## src/rtl/bram_pkg.sv

```systemverilog
// Shared BRAM line definitions: line geometry, word/line types, reader FSM states.
package bram_pkg;

    localparam int unsigned WORDS_PER_LINE = 4;
    localparam int unsigned WORD_BYTES     = 4;
    localparam int unsigned LINE_BYTES     = 16;

    typedef logic [31:0]  word_t;
    typedef logic [127:0] line_t;
    typedef logic [1:0]   word_idx_t;

    typedef enum logic [2:0] {
        ST_IDLE    = 3'd0,
        ST_FETCH   = 3'd1,
        ST_WAIT    = 3'd2,
        ST_PRESENT = 3'd3,
        ST_DONE    = 3'd4
    } rd_state_t;

    function automatic word_t bswap32(input word_t w);
        return {w[7:0], w[15:8], w[23:16], w[31:24]};
    endfunction

endpackage

```

## src/rtl/bram_rd_pipe.sv

```systemverilog
// Tracks in-flight BRAM reads: an RD_LAT-deep shift register of issue tags that
// yields a capture strobe and the word index exactly when the read data is valid.
module bram_rd_pipe
    import bram_pkg::*;
#(
    parameter int unsigned RD_LAT = 1
) (
    input  logic      S_AXI_ACLK,
    input  logic      S_AXI_ARESET,
    input  logic      issue,
    input  word_idx_t issue_idx,
    output logic      cap_valid,
    output word_idx_t cap_idx
);

    logic [RD_LAT-1:0] vld_sr;
    word_idx_t         tag_sr [RD_LAT];

    always_ff @(posedge S_AXI_ACLK) begin
        if (S_AXI_ARESET) begin
            vld_sr <= '0;
            for (int unsigned i = 0; i < RD_LAT; i++) begin
                tag_sr[i] <= '0;
            end
        end else begin
            vld_sr[0] <= issue;
            tag_sr[0] <= issue_idx;
            for (int unsigned i = 1; i < RD_LAT; i++) begin
                vld_sr[i] <= vld_sr[i-1];
                tag_sr[i] <= tag_sr[i-1];
            end
        end
    end

    assign cap_valid = vld_sr[RD_LAT-1];
    assign cap_idx   = tag_sr[RD_LAT-1];

endmodule

```

## src/rtl/bram_line_reader.sv

```systemverilog
// Reads 128-bit lines back from BRAM port B as four 32-bit words and streams them out.
// Optional BRAM_LINE_READER_BSWAP_EN: byte-reverse each word on capture.
module bram_line_reader
    import bram_pkg::*;
#(
    parameter int unsigned ADDR_W   = 15,
    parameter int unsigned RD_LAT   = 1,
    parameter int unsigned NLINES_W = 8
) (
    input  logic                S_AXI_ACLK,
    input  logic                S_AXI_ARESET,
    input  logic                i_trigger,
    input  logic [ADDR_W-1:0]   i_base_addr,
    input  logic [NLINES_W-1:0] i_num_lines,
    output logic                o_busy,
    output logic                o_end,
    output logic                o_bram_en,
    output logic [3:0]          o_bram_we,
    output logic [ADDR_W-1:0]   o_bram_addr,
    input  logic [31:0]         i_bram_rddata,
    output logic [127:0]        o_line_data,
    output logic                o_line_valid,
    input  logic                i_line_ready,
    output logic                o_line_last
);

    rd_state_t           state;
    logic                trig_q;
    logic [ADDR_W-1:0]   line_base;
    logic [NLINES_W-1:0] num_lines;
    logic [NLINES_W-1:0] line_cnt;
    word_idx_t           fetch_k;
    logic                cap_valid;
    word_idx_t           cap_idx;
    word_t               cap_word;

    assign o_bram_we = '0;

`ifdef BRAM_LINE_READER_BSWAP_EN
    assign cap_word = bswap32(i_bram_rddata);
`else
    assign cap_word = i_bram_rddata;
`endif

    bram_rd_pipe #(.RD_LAT(RD_LAT)) u_rd_pipe (
        .S_AXI_ACLK   (S_AXI_ACLK),
        .S_AXI_ARESET (S_AXI_ARESET),
        .issue        (o_bram_en),
        .issue_idx    (fetch_k),
        .cap_valid    (cap_valid),
        .cap_idx      (cap_idx)
    );

    always_ff @(posedge S_AXI_ACLK) begin
        if (S_AXI_ARESET) begin
            state        <= ST_IDLE;
            trig_q       <= 1'b0;
            line_base    <= '0;
            num_lines    <= '0;
            line_cnt     <= '0;
            fetch_k      <= '0;
            o_busy       <= 1'b0;
            o_end        <= 1'b0;
            o_bram_en    <= 1'b0;
            o_bram_addr  <= '0;
            o_line_data  <= '0;
            o_line_valid <= 1'b0;
            o_line_last  <= 1'b0;
        end else begin
            trig_q <= i_trigger;
            // Captures land in the output buffer directly; it is only exposed while valid.
            if (cap_valid) begin
                o_line_data[cap_idx*32 +: 32] <= cap_word;
            end
            case (state)
                ST_IDLE: begin
                    o_end <= 1'b0;
                    if (i_trigger && !trig_q) begin
                        line_base <= i_base_addr;
                        num_lines <= i_num_lines;
                        line_cnt  <= '0;
                        o_busy    <= 1'b1;
                        if (i_num_lines == '0) begin
                            state <= ST_DONE;
                        end else begin
                            state       <= ST_FETCH;
                            o_bram_en   <= 1'b1;
                            o_bram_addr <= i_base_addr;
                            fetch_k     <= '0;
                        end
                    end
                end
                ST_FETCH: begin
                    if (fetch_k == word_idx_t'(WORDS_PER_LINE - 1)) begin
                        o_bram_en <= 1'b0;
                        state     <= ST_WAIT;
                    end else begin
                        fetch_k     <= fetch_k + 2'd1;
                        o_bram_addr <= o_bram_addr + ADDR_W'(WORD_BYTES);
                    end
                end
                ST_WAIT: begin
                    if (cap_valid && cap_idx == word_idx_t'(WORDS_PER_LINE - 1)) begin
                        o_line_valid <= 1'b1;
                        o_line_last  <= (line_cnt == num_lines - NLINES_W'(1));
                        state        <= ST_PRESENT;
                    end
                end
                ST_PRESENT: begin
                    if (i_line_ready) begin
                        o_line_valid <= 1'b0;
                        o_line_last  <= 1'b0;
                        line_cnt     <= line_cnt + NLINES_W'(1);
                        if (o_line_last) begin
                            state <= ST_DONE;
                        end else begin
                            line_base   <= line_base + ADDR_W'(LINE_BYTES);
                            o_bram_addr <= line_base + ADDR_W'(LINE_BYTES);
                            o_bram_en   <= 1'b1;
                            fetch_k     <= '0;
                            state       <= ST_FETCH;
                        end
                    end
                end
                ST_DONE: begin
                    o_end  <= 1'b1;
                    o_busy <= 1'b0;
                    state  <= ST_IDLE;
                end
                default: state <= ST_IDLE;
            endcase
        end
    end

endmodule
```

## config.mk

```make
export PLATFORM = sky130hd
export DESIGN_NAME = bram_line_reader
export DESIGN_NICKNAME = d
export VERILOG_FILES = /design/src/rtl/bram_pkg.sv /design/src/rtl/bram_rd_pipe.sv /design/src/rtl/bram_line_reader.sv
export SDC_FILE = /design/constraint.sdc
export NUM_CORES = 1
export LEC_CHECK = 0
export ABC_AREA = 1
export BUFFER_PORTS_ARGS = -buffer_cell sky130_fd_sc_hd__buf_2
export CAP_MARGIN = 20
export CELL_PAD_IN_SITES_DETAIL_PLACEMENT = 1
export CELL_PAD_IN_SITES_GLOBAL_PLACEMENT = 1
export CORE_MARGIN = 2
export CORE_UTILIZATION = 40
export DETAILED_ROUTE_END_ITERATION = 8
export HOLD_SLACK_MARGIN = 0.12
export MAX_ROUTING_LAYER = met4
export PLACE_DENSITY = 0.81
export SETUP_SLACK_MARGIN = 0.2
export SLEW_MARGIN = 25
export SYNTH_ARGS = -nofsm -noshare
export SYNTH_HDL_FRONTEND = slang
export SYNTH_SLANG_ARGS = --single-unit
export TNS_END_PERCENT = 50
```

## constraint.sdc

```tcl
create_clock -name S_AXI_ACLK -period 3.7 [get_ports S_AXI_ACLK]
set_input_delay 1.11 -clock S_AXI_ACLK [delete_from_list [all_inputs] [get_ports S_AXI_ACLK]]
set_output_delay 1.11 -clock S_AXI_ACLK [all_outputs]
set_load 0.005 [all_outputs]
```

# Word level (Yosys, flattened, before mapping)
# Memory sizes are Yosys's and may differ from the RTL's.
# Index checks and enable logic that the tools add are counted.
dict set report word_totals {
  register_bits 186
  mem_bits_rw 2
  in_bits 59
  out_inout_bits 152
  n_memories 1
}
dict set report op_classes {
  n_addsub 6
  n_eq_ne 14
  shifts 2
  mux 44
  n_reduce_logical 18
}
# name depth word_bits rd rd_clocked_by_memory_dff wr line_no
set mem_list {}
lappend mem_list {u_rd_pipe.tag_sr 1 2 1 0 1 bram_rd_pipe.sv:17} ;# word_idx_t tag_sr [RD_LAT];
# cell n
set ops {}
lappend ops {{128-bit bitwise mux} 1}
lappend ops {{32-bit by 34-bit variable shift with 128-bit output (first input constant)} 1}
lappend ops {{32-bit by 34-bit indexed part select with 128-bit output} 1}
lappend ops {{15-bit two-way mux} 6}
lappend ops {{15-bit case mux with 3 select lines} 1}
lappend ops {{7-bit negator with 34-bit output} 1}
lappend ops {{15-bit case mux with 2 select lines} 1}
lappend ops {{3-bit two-way mux} 6}
lappend ops {{8-bit two-way mux} 2}
lappend ops {{8-bit case mux with 2 select lines} 1}
lappend ops {{15-bit by 3-bit adder with 15-bit output (second input constant)} 1}
lappend ops {{15-bit by 5-bit adder with 15-bit output (second input constant)} 1}
lappend ops {{2-bit inequality test (second input constant)} 7}
lappend ops {{1-bit two-way mux} 13}
lappend ops {{2-bit two-way mux} 6}
lappend ops {{3-bit case mux with 4 select lines} 1}
lappend ops {{6-bit AND reduction} 2}
lappend ops {{8-bit by 1-bit adder with 8-bit output (second input constant)} 1}
lappend ops {{8-bit == test} 1}
lappend ops {{8-bit logical NOT} 1}
lappend ops {{1-bit case mux with 2 select lines} 4}
lappend ops {{4-bit AND reduction} 2}
lappend ops {{8-bit by 1-bit subtractor with 8-bit output (second input constant)} 1}
lappend ops {{3-bit by 2-bit == test with 1-bit output (second input constant)} 2}
lappend ops {{other kinds (14)} 20}

# Longest topological paths before layout
# An unclocked memory read counts as a cell.
dict set report depth {
  word_depth 5
  mapped_depth 11
  mapped_depth_nobuf 11
}

# Cells and area by module
# Synthesis repeated with hierarchy kept, for this count alone.
dict set report hier_totals {
  cells_unflattened 1155
  hier_area_um2 8351.8
}
# module n_inst cells_each area_each_um2 seq_area_each_um2
set modules_own_cells {}
lappend modules_own_cells {bram_line_reader 1 1146 8269.2 3703.6}
lappend modules_own_cells {bram_rd_pipe 1 9 82.6 60.1}

# Worst setup path after synthesis
# OpenSTA, ideal clock, no wires.
dict set report synth_timing {
  path_type {input to register}
  from {in i_trigger}
  to {reg o_bram_addr[12]}
  t_arrival_ns 2.093
  required_time_ns 3.584
  setup_slack_ns 1.491
  path_stages 10
  path_cell_list {inv_1 -> nor2_1 -> nor2_4 -> nor2_4 -> nand3_1 -> nor2_4 -> buf_4 -> nand2_1 -> nor2_1 -> nor2_1}
}
dict set report synth_via {
  elab_chain_cells 3
}
# item line_no
set synth_rtl {}
lappend synth_rtl {{start, declared} bram_line_reader.sv:12} ;# input logic i_trigger,
lappend synth_rtl {{1-bit logical AND} bram_line_reader.sv:78} ;# if (i_trigger && !trig_q) begin
lappend synth_rtl {{2-bit inequality test (no line)} --}
lappend synth_rtl {{6-bit AND reduction (no line)} --}
lappend synth_rtl {{end signal, assigned} bram_line_reader.sv:88} ;# o_bram_addr <= i_base_addr;
lappend synth_rtl {{end signal, assigned} bram_line_reader.sv:99} ;# o_bram_addr <= o_bram_addr + ADDR_W'(WORD_BYTES);
lappend synth_rtl {{end signal, assigned} bram_line_reader.sv:118} ;# o_bram_addr <= line_base + ADDR_W'(LINE_BYTES);
lappend synth_rtl {{end, declared} bram_line_reader.sv:19} ;# output logic [ADDR_W-1:0] o_bram_addr,
# Every way passes these cells.
# A chain may end at the register's enable or synchronous reset.

# Final worst setup path
dict set report layout_timing {
  from {mem u_rd_pipe.tag_sr[0][0] (netlist bit)}
  to {reg o_line_data[79]}
}
dict set report layout_via {
  elab_chain_cells 4
}
# item line_no
set layout_rtl {}
lappend layout_rtl {{start, declared} bram_rd_pipe.sv:17}
lappend layout_rtl {{memory read 1 x 2 bit *} --}
lappend layout_rtl {{7-bit negator with 34-bit output *} bram_line_reader.sv:73} ;# o_line_data[cap_idx*32 +: 32] <= cap_word;
lappend layout_rtl {{32-bit by 34-bit indexed part select with 128-bit output / 32-bit by 34-bit variable shift with 128-bit output (equally long branches)} bram_line_reader.sv:73}
lappend layout_rtl {{128-bit bitwise mux *} bram_line_reader.sv:73}
lappend layout_rtl {{end signal, assigned by index} bram_line_reader.sv:73}
lappend layout_rtl {{end, declared} bram_line_reader.sv:21} ;# output logic [127:0] o_line_data,
# Every way passes the cells marked *; elsewhere a longest branch is shown, timed or not.

==> results.sh <==
export IMPL_status="finished, final reports clean"
export IMPL_ys_types=32
export IMPL_crit_path_max_incr_delay_ps=880
export IMPL_initial_core_util=0.410
export IMPL_place_hpwl_um=19300
export IMPL_synth_most_common_cell="nand2_1"
export IMPL_synth_avg_cell_area_um2=7.12
export IMPL_max_freq_mhz=333
export IMPL_criticalPathCategory="flop to flop"
export IMPL_grt_max_degree=81
export IMPL_cts_buffer_depth=2
export IMPL_synthArstFlopShare=0
export IMPL_cts_tree="built"
export IMPL_clk_pin_slew_ps=70
export IMPL_core_area_mm2=0.0204
export IMPL_die_area_mm2=0.0220
export IMPL_overflow=0
export IMPL_drive_gt1_frac=0.222
export IMPL_crit_fanout=33
export IMPL_worstPathRequired_ps=3990
export IMPL_antenna_found_initial=0
export IMPL_syn_inst=1171
export IMPL_wire_per_inst_um=16.9
export IMPL_design_power_total_mw=6.27
export IMPL_drtPass1Iterations=4
export IMPL_cts_made_buffers=17
export IMPL_clk_latency_ps=440
export IMPL_ios=211
export IMPL_worstMarginPinSlew_ps=982
export IMPL_syn_to_final_growth_pct=21.6
export IMPL_ant_nets=0
export IMPL_synth_area_leader_cell="dfxtp_1"
export IMPL_place_inst=1598
export IMPL_dr_first_iter_drc_count=353
export IMPL_max_slew_margin_rel=0.342
export IMPL_period_minus_slack_ps=3010
export IMPL_root_buffer="clkbuf_16"
export IMPL_finalClockSkew_ps=13.5
export IMPL_io_buffers=206
export IMPL_fin_tns_setup_ps=0
export IMPL_grt_pass1_wl_um=44300
export IMPL_drt_total_wl_um=27500
export IMPL_synth_seq_area_share=0.451
export IMPL_clkSinkCount=188
export IMPL_fp_dieW_um=148
export IMPL_min_delay_path_depth=2
export IMPL_synth_area_leaders="dfxtp_1 (45%), nand2_1 (12%), a21oi_1 (7.8%)"
export IMPL_yosys_warnings=0
export IMPL_cts_repair_resized=0
export IMPL_cts_hold_buffers=0
export IMPL_crit_chain="inv_1, ha_1, nand2_1, buf_4, clkinv_1, nand4_1, a21oi_1"
export IMPL_vias_per_cell=5.14
export IMPL_hold_violations=0
export IMPL_slowest_stage="clkinv_1"
export IMPL_rsz0062_at_grt="no"
export IMPL_synth_top_cells_by_count="nand2_1 (262), dfxtp_1 (188), nor2_1 (167)"
export IMPL_maxSlewViolCount=0
export IMPL_ys_seq_elements=188
export IMPL_die_y_um=148
export IMPL_cap_violations=0
export IMPL_end_kind="flop"
export IMPL_rows=52
export IMPL_worstSetupStartpointType="flop"
export IMPL_synth_main_ff_cell="dfxtp_1"
export IMPL_p_per_area_mw_per_mm2=618
export IMPL_syn_area_mm2=0.00834
export IMPL_p_leak_nw=4.57
export IMPL_hold_path_class="flop to flop"
export IMPL_postCtsSetupRepairBufs=0
export IMPL_synth_edf_count=0
export IMPL_fin_crit_sh=0.813
export IMPL_vias=8389
export IMPL_synth_top_area_frac=0.451
export IMPL_grt_use_total=0.260
export IMPL_setup_viol=0
export IMPL_cts_htree_levels=4
export IMPL_stdcell_count=1631
export IMPL_r2r_cells=7
export IMPL_grt_pass1_vias=8558
export IMPL_place_gp_congestion=0.857
export IMPL_nets=1416
export IMPL_critPathArrivalTime_ps=3300
export IMPL_peakVddDrop_mv=0.286
export IMPL_drc=0
[sequential cells by signal (all words and copies together), names as in the netlist]
register             cells
o_line_last              1
o_line_valid             1
line_base               15
o_busy                   1
fetch_k                  2
state                    3
line_cnt                 8
o_bram_en                1
u_rd_pipe.cap_valid      1
u_rd_pipe.tag_sr         2
o_bram_addr             15
num_lines                8
o_line_data            128
trig_q                   1
o_end                    1
[metal layers]
layer  global-route usage  share of wire  vias up  routed length, µm
li1                     -              -     4162                  -
met1                0.313           0.44     4021              12100
met2                0.429           0.48      180              13300
met3               0.0764          0.063       26               1740
met4               0.0619          0.011        0                310
met5                    -              0        -                  0
[layout make-up]
cell class | instances | area (µm²)
clock buffers | 19 | 443
repair buffers | 221 | 1150
inverters | 97 | 367
flip-flops and latches | 188 | 3760
clock inverters | 13 | 146
fillers | 2664 | 10200
diodes | 1 | 2.50
well taps | 270 | 338
multi-input cells | 822 | 3940
[placed cells by master (no fill, tap or decap), drive strengths merged, types with 2 or more instances in the layout]
cell	synthesis	layout
a21oi	130	130
a22oi	42	42
buf	16	221
clkbuf	51	19
clkinv	1	3
clkinvlp	0	2
conb	1	4
dfxtp	188	188
ha	10	10
inv	96	104
nand2	269	269
nand2b	11	11
nand3	41	41
nand4	42	42
nor2	179	179
nor3	9	9
o21ai	53	53
o21bai	3	3
or2	23	23
xor2	2	2
[where the power goes]
group	switching [mW]	leakage (nW)	internal (mW)	total (mW)
logic	1.23	2.76	0.607	1.84
registers	0.274	1.53	2.28	2.56
clock network	0.889	0.288	0.982	1.87
[worst paths after layout]
kind	from	end	slack, ps
worst max-delay path	u_rd_pipe.tag_sr[0][0]	o_line_data[79]	690
worst min-delay path	fetch_k[1]	u_rd_pipe.tag_sr[0][1]	450
worst max register to register	u_rd_pipe.tag_sr[0][0]	o_line_data[79]	690
worst min register to register	fetch_k[1]	u_rd_pipe.tag_sr[0][1]	450
[worst max-delay path: cells and delay by family, from the launching register on]
kind                       cells  cell delay (ps)
AOI/OAI and AO/OA              1              100
DFF                            1              680
and+or+nand+nor                2              390
adders and majority gates      1              250
buffers and inverters          3             1420
[per-stage QoR]
stage | setup WS (ps) | utilization | cell area (µm²) | hold slack (ps)
final | 694 | 0.498 | 10100 | 454
after global placement | 982 | 0.469 | 9550 | 443
after CTS | 977 | 0.498 | 10100 | 454
after global routing | 446 | 0.498 | 10100 | 479
after detailed placement | 936 | 0.469 | 9550 | 447
after floorplan | 1490 | - | 8350 | 418
[cells by family after synthesis]
logic type | count (synthesis) | synth area share
simple gates | 575 | 0.299
compound gates | 231 | 0.154
flops | 188 | 0.451
buf+inv | 164 | 0.0783
fa+ha+maj | 10 | 0.0150
xor+xnor | 2 | 0.00210
other cells | 1 | 0.000450
Note: power is estimated with default switching activity, not from simulation.
